===== src/rtl/sim_uart_rx.sv =====
// ---------------------------------------------------------------------------
// sim_uart_rx
//
// Receive-side UART deserializer for the car-simulator link. It recovers
// 8-bit feedback frames from the PC simulator, presents the last correctly
// framed byte on `rec`, and decodes the four detector flags from it.
//
// Optional feature macro: SIM_RX_PARITY_EN
//   defined     -> 11-bit frames (start, 8 data LSB first, even parity, stop);
//                  parity_err is live.
//   not defined -> 10-bit frames (8N1); parity_err is tied to 0.
//
// Parameters:
//   CLK_FREQ   system clock frequency in Hz
//   BAUD       line rate in bit/s (BIT_CNT = CLK_FREQ / BAUD clocks per bit)
//
// Ports:
//   clk         in   system clock
//   rst         in   asynchronous active-low reset
//   rx          in   serial line, idle high, asynchronous to clk
//   rec         out  last correctly framed byte (holds between frames)
//   rec_valid   out  one-cycle pulse when rec is updated
//   frame_err   out  one-cycle pulse when the stop bit is sampled low
//   parity_err  out  one-cycle pulse on even-parity mismatch
//   detector    out  flags from rec: [0] front [1] left [2] right [3] back
//   busy        out  high whenever the receiver is not idle
// ---------------------------------------------------------------------------
module sim_uart_rx #(
    parameter int CLK_FREQ = 100_000_000,
    parameter int BAUD     = 9600
) (
    input  logic       clk,
    input  logic       rst,
    input  logic       rx,
    output logic [7:0] rec,
    output logic       rec_valid,
    output logic       frame_err,
    output logic       parity_err,
    output logic [3:0] detector,
    output logic       busy
);

    localparam int BIT_CNT  = CLK_FREQ / BAUD;
    localparam int HALF_CNT = BIT_CNT / 2;
    localparam int CNT_W    = (BIT_CNT > 1) ? $clog2(BIT_CNT) : 1;

    // Terminal counts: a sample is taken on the cycle the counter holds
    // these values, then the counter wraps to zero.
    localparam logic [CNT_W-1:0] BIT_LAST  = CNT_W'(BIT_CNT - 1);
    localparam logic [CNT_W-1:0] HALF_LAST = CNT_W'(HALF_CNT - 1);

    typedef enum logic [2:0] {
        ST_IDLE,
        ST_START,
        ST_DATA,
`ifdef SIM_RX_PARITY_EN
        ST_PARITY,
`endif
        ST_STOP,
        ST_BREAK
    } state_t;

    // Synchronizer
    logic             sync1_q;
    logic             rx_s_q;

    // FSM state and datapath
    state_t           state_q,      state_d;
    logic [CNT_W-1:0] cnt_q,        cnt_d;
    logic [2:0]       idx_q,        idx_d;
    logic [7:0]       shift_q,      shift_d;
`ifdef SIM_RX_PARITY_EN
    logic             par_bad_q,    par_bad_d;
    logic             parity_err_q, parity_err_d;
`endif

    // Registered outputs
    logic [7:0]       rec_q,        rec_d;
    logic [3:0]       det_q,        det_d;
    logic             rec_valid_q,  rec_valid_d;
    logic             frame_err_q,  frame_err_d;
    logic             busy_q,       busy_d;

    always_comb begin
        state_d      = state_q;
        cnt_d        = cnt_q + 1'b1;
        idx_d        = idx_q;
        shift_d      = shift_q;
        rec_d        = rec_q;
        det_d        = det_q;
        rec_valid_d  = 1'b0;
        frame_err_d  = 1'b0;
`ifdef SIM_RX_PARITY_EN
        par_bad_d    = par_bad_q;
        parity_err_d = 1'b0;
`endif

        unique case (state_q)
            ST_IDLE: begin
                cnt_d = '0;
                if (!rx_s_q) begin
                    state_d = ST_START;
                end
            end

            ST_START: begin
                // Half a bit in: a line that is already high again was a glitch.
                if (cnt_q == HALF_LAST) begin
                    cnt_d = '0;
                    if (rx_s_q) begin
                        state_d = ST_IDLE;
                    end else begin
                        idx_d   = 3'd0;
                        state_d = ST_DATA;
                    end
                end
            end

            ST_DATA: begin
                if (cnt_q == BIT_LAST) begin
                    cnt_d   = '0;
                    // LSB arrives first, so shift in from the top.
                    shift_d = {rx_s_q, shift_q[7:1]};
                    idx_d   = idx_q + 3'd1;
                    if (idx_q == 3'd7) begin
`ifdef SIM_RX_PARITY_EN
                        state_d = ST_PARITY;
`else
                        state_d = ST_STOP;
`endif
                    end
                end
            end

`ifdef SIM_RX_PARITY_EN
            ST_PARITY: begin
                if (cnt_q == BIT_LAST) begin
                    cnt_d     = '0;
                    // Even parity: data bits plus parity bit XOR to zero.
                    par_bad_d = (^shift_q) ^ rx_s_q;
                    state_d   = ST_STOP;
                end
            end
`endif

            ST_STOP: begin
                if (cnt_q == BIT_LAST) begin
                    cnt_d = '0;
                    if (rx_s_q) begin
                        state_d = ST_IDLE;
`ifdef SIM_RX_PARITY_EN
                        if (par_bad_q) begin
                            parity_err_d = 1'b1;
                        end else begin
                            rec_d       = shift_q;
                            det_d       = shift_q[3:0];
                            rec_valid_d = 1'b1;
                        end
`else
                        rec_d       = shift_q;
                        det_d       = shift_q[3:0];
                        rec_valid_d = 1'b1;
`endif
                    end else begin
                        frame_err_d = 1'b1;
                        state_d     = ST_BREAK;
                    end
                end
            end

            ST_BREAK: begin
                // Hold here until the line returns high so a stuck-low line
                // cannot look like an endless stream of start bits.
                cnt_d = '0;
                if (rx_s_q) begin
                    state_d = ST_IDLE;
                end
            end

            default: begin
                cnt_d   = '0;
                state_d = ST_IDLE;
            end
        endcase

        // Registered so that busy tracks state_q exactly.
        busy_d = (state_d != ST_IDLE);
    end

    always_ff @(posedge clk or negedge rst) begin
        if (!rst) begin
            sync1_q      <= 1'b1;
            rx_s_q       <= 1'b1;
            state_q      <= ST_IDLE;
            cnt_q        <= '0;
            idx_q        <= 3'd0;
            shift_q      <= 8'h00;
            rec_q        <= 8'h00;
            det_q        <= 4'b0000;
            rec_valid_q  <= 1'b0;
            frame_err_q  <= 1'b0;
            busy_q       <= 1'b0;
`ifdef SIM_RX_PARITY_EN
            par_bad_q    <= 1'b0;
            parity_err_q <= 1'b0;
`endif
        end else begin
            sync1_q      <= rx;
            rx_s_q       <= sync1_q;
            state_q      <= state_d;
            cnt_q        <= cnt_d;
            idx_q        <= idx_d;
            shift_q      <= shift_d;
            rec_q        <= rec_d;
            det_q        <= det_d;
            rec_valid_q  <= rec_valid_d;
            frame_err_q  <= frame_err_d;
            busy_q       <= busy_d;
`ifdef SIM_RX_PARITY_EN
            par_bad_q    <= par_bad_d;
            parity_err_q <= parity_err_d;
`endif
        end
    end

    assign rec       = rec_q;
    assign detector  = det_q;
    assign rec_valid = rec_valid_q;
    assign frame_err = frame_err_q;
    assign busy      = busy_q;
`ifdef SIM_RX_PARITY_EN
    assign parity_err = parity_err_q;
`else
    assign parity_err = 1'b0;
`endif

endmodule


===== config.mk =====
export PLATFORM = sky130hd
export DESIGN_NAME = sim_uart_rx
export DESIGN_NICKNAME = d
export VERILOG_FILES = /design/src/rtl/sim_uart_rx.sv
export SDC_FILE = /design/constraint.sdc
export NUM_CORES = 1
export LEC_CHECK = 0
export CAP_MARGIN = 20
export CORE_MARGIN = 10
export CORE_UTILIZATION = 45
export CTS_CLUSTER_DIAMETER = 50
export CTS_CLUSTER_SIZE = 16
export DETAILED_ROUTE_END_ITERATION = 6
export DONT_BUFFER_PORTS = 1
export PLACE_DENSITY = 0.57
export SLEW_MARGIN = 30
export SYNTH_ARGS = -nofsm -noshare
export SYNTH_HDL_FRONTEND = slang
export SYNTH_SLANG_ARGS = --single-unit

===== constraint.sdc =====
create_clock -name clk -period 2.5 [get_ports clk]
set_clock_uncertainty 0.15 [all_clocks]
set_input_delay 0.125 -clock clk [delete_from_list [all_inputs] [get_ports clk]]
set_output_delay 0.125 -clock clk [all_outputs]
set_load 0.02 [all_outputs]

==> key figures <==
Die
  – Row cnt: 23
  – Chip width: 85.12 um
  – Core area: 4058 um2
  – Die Area: 7245 um2
  – Die height: 85.12 um
  – Top Ports: 19
  – Initial core utilization: 47.02%

Yosys
  – Xor/xnor cell area share of the yosys netlist: 5.049%
  – Asr flop ratio synth: 100.0%
  – Seq cells post-synth: 41
  – Sequential area share after synthesis: 53.90%
  – Post-synthesis compound-gate area fraction: 5.180%
  – Largest family of logic cells by synthesized area: simple AND/OR/NAND/NOR gates
  – Yosys Warn Count: 0
  – Mapped Cells: 158
  – Top cell type's share of synthesized area: 51.15%
  – Synth Area in Simple Gates: 16.85%
  – Post-synth top flop: dfrtp_1
  – Yosys top cell by area: dfrtp_1
  – Synth top area cells: dfrtp_1 (51%), mux2_4 (6.3%), mux2_2 (5.3%), nor2_1 (3.9%), xnor2_1 (3.2%)
  – Post-Synth Adder-Cell Area: 1.967%
  – Cell Area, Synth: 1908 um2
  – Synth cell types: 45
  – Mean Syn Cell Area: 12.08 um2
  – Post-synth EDFFs: 0
  – Mux contribution to synthesized area: 11.61%
  – Synth Net Count: 164

Power and ir drop
  – Switching part of the total power: 19.45%
  – Sequential power share: 55.9%
  – Leak: 0.9218 nW
  – Combinational fraction of design power: 1.7%
  – Clk pwr share: 42.3%
  – Worst IR Drop VDD: 0.0003398 V
  – Int Pwr: 0.0009615 W
  – Psw: 0.0002322 W
  – Power Density: 588.2 nW/um2

Layout
  – P&R area growth vs syn: 6.361%
  – Sequential Area: 1028 um2
  – Final Non-Filler Cells: 207
  – Antenna diode count: 0
  – Commonest non-fill, non-tap cells in the layout: dfrtp_1 (39), nor2_1 (20), mux2_2 (9)
  – Fill count: 343
  – Share of cells above drive strength 1: 19.75%
  – Multi-input gate area: 779.5 um2
  – Most common cell after layout, fill and taps aside: dfrtp_1
  – Core Util, Final: 50.02%
  – # nets final: 163

Drt
  – First-pass detailed-route iteration total: 4
  – Number of DRC markers in iteration 0: 63
  – Routed WL per cell: 15.75 um
  – Final wirelength: 3.260 mm
  – Via count: 1,157
  – Vias per cell: 5.589
  – Residual DRC count: 0
  – Routed Antenna Nets: 0

STA
  – Fin. Hold Viols: 0
  – Fin crit period: 2.113 ns
  – F_max: 0.4732 GHz
  – RSZ-0062 raised after global routing: no
  – Final setup TNS: 0 ns
  – Final setup fails: 0
  – Max Transition Viols Final: 0
  – Crit share post-route: 84.53%

GRT
  – Largest net degree at the start of global routing: 42
  – GRT overflow: 0
  – GRT Util Overall: 9.401%
  – Initial antenna violation count: 0
  – First-pass GRT wire length: 5.658 mm
  – Vias in the first global route: 1,177

Setup path
  – Worst setup SP type: register
  – Critical R2R Launch: cnt_q[0]$_DFF_PN0_
  – R2r setup slk: 0.39 ns
  – Max FO, Critical Path: 10
  – R2r worst-path depth: 5
  – Crit path DAT: 2.14 ns
  – Start point of the critical path: cnt_q[0]$_DFF_PN0_
  – CP required: 2.53 ns
  – Crit path capture type: register
  – Worst setup path endpoint: rec[1]$_DFFE_PN0P_
  – Critical path class: register to register
  – Crit Reg-Reg Endpoint: rec[1]$_DFFE_PN0P_

Placement
  – Port bufs: 0
  – Routability Congestion: 0.8065
  – DP HPWL: 2.219 mm
  – Dpl cells: 197

CTS
  – Reg clk slew, reported paths: 0.08 ns
  – Clock sink count: 41
  – CTS Buffer Depth: 2
  – CTS tree: built
  – TritonCTS Buffers: 5
  – Clk root buf: clkbuf_8
  – Htree depth: 2
  – Clock Latency Late Sink: 0.29 ns
  – Post-CTS sizing: 0

Hold path
  – Min-Delay Path Class: primary input to async pin

Status
  – Status: finished clean

Run
  – Max Cap Viol: 0
cell families (layout without fill, tap and decap cells):
group	count (synthesis)	after routing
muxes	17	17
xor gates and xnor gates	11	11
and+or+nand+nor	57	57
adders and majority gates	3	3
AOI/OAI and AO/OA	13	13
other	1	1
buffers and inverters	15	14
DFF	41	41
per-layer routing:
layer / vias up / routed length (um) / track usage, %
met5: - / 0 / 0
met3: 7 / 175 / 3.250
met4: 0 / 29 / 3.593
met1: 576 / 1471 / 10.79
met2: 26 / 1584 / 15.67
li1: 548 / - / -
final cells by class:
cell class                 instances  area share, %
tap                               50          3.083
multi-input combinational        102          38.41
clock buffer                       5          3.391
clock inverter                     2          1.726
sequential                        41          50.68
inverter                           4         0.7398
timing repair buffer               3          1.973
registers in the layout, summed over array words and instances, names as in the netlist:
name,cells
frame_err,1
idx_q,3
rec,8
state_q,3
busy,1
rec_valid,1
shift_q,8
cnt_q,14
sync1_q,1
rx_s_q,1
critical path: stages, from the launching register on:
cell      delay (ns)
dfrtp_1         0.41
ha_1            0.27
and4bb_2        0.25
and4_4          0.28
and3_4          0.32
mux2_4          0.32
power by group through the flow:
stage	clock (W)	sequential [W]	combinational, W
final	0.000505	0.000668	0.0000208
after global routing	0.000545	0.000667	0.0000243
after CTS	0.000516	0.000668	0.0000223
after detailed placement	0	0.000681	0.00000255
after global placement	0	0.000681	0.00000244
after floorplan	0	0.000680	0.00000348
through the flow:
stage / power [W] / worst slack (ns) / instance area, um2 / hold slack [ns]
floorplan: 0.0006835 / 0.4776 / 1908 / -0.3206
finish: 0.001194 / 0.3867 / 2029 / 0.1354
global placement: 0.0006830 / 0.4706 / 1886 / -0.3193
detailed placement: 0.0006833 / 0.4004 / 1886 / -0.3191
global route: 0.001237 / 0.2796 / 2029 / 0.1622
CTS: 0.001206 / 0.3814 / 2029 / 0.1437
synth_stat cells, types with 2 or more instances:
library cell  instances
nand4_1               3
ha_1                  3
nor3b_1               2
dfrtp_1              39
inv_1                 4
buf_2                 2
buf_4                 5
nand2_1               4
nor3_1                4
buf_6                 3
nand3_1               7
nor4_1                2
mux2_2                9
dfstp_2               2
xnor2_1               7
and3_1                2
xor2_1                4
o21ai_0               2
nor2_1               20
mux2_4                8
a22o_1                2
what timing repair did:
action	4_1_cts	5_1_grt
hold buffers	3	0
setup buffers	0	0
hold endpoints to repair	42	0
worst min path at each step:
stage	cells after the start	from	slack, ns	endpoint
6_report	2	rst	0.14	rec[7]$_DFFE_PN0P_
4_1_cts	2	rst	0.14	rec[7]$_DFFE_PN0P_
2_1_floorplan	0	rst	-0.32	busy$_DFF_PN0_
3_3_place_gp	0	rst	-0.32	rec_valid$_DFF_PN0_
3_5_place_dp	0	rst	-0.32	rec_valid$_DFF_PN0_
5_1_grt	2	rst	0.16	rec[4]$_DFFE_PN0P_
(Power assumes the default switching activity.)
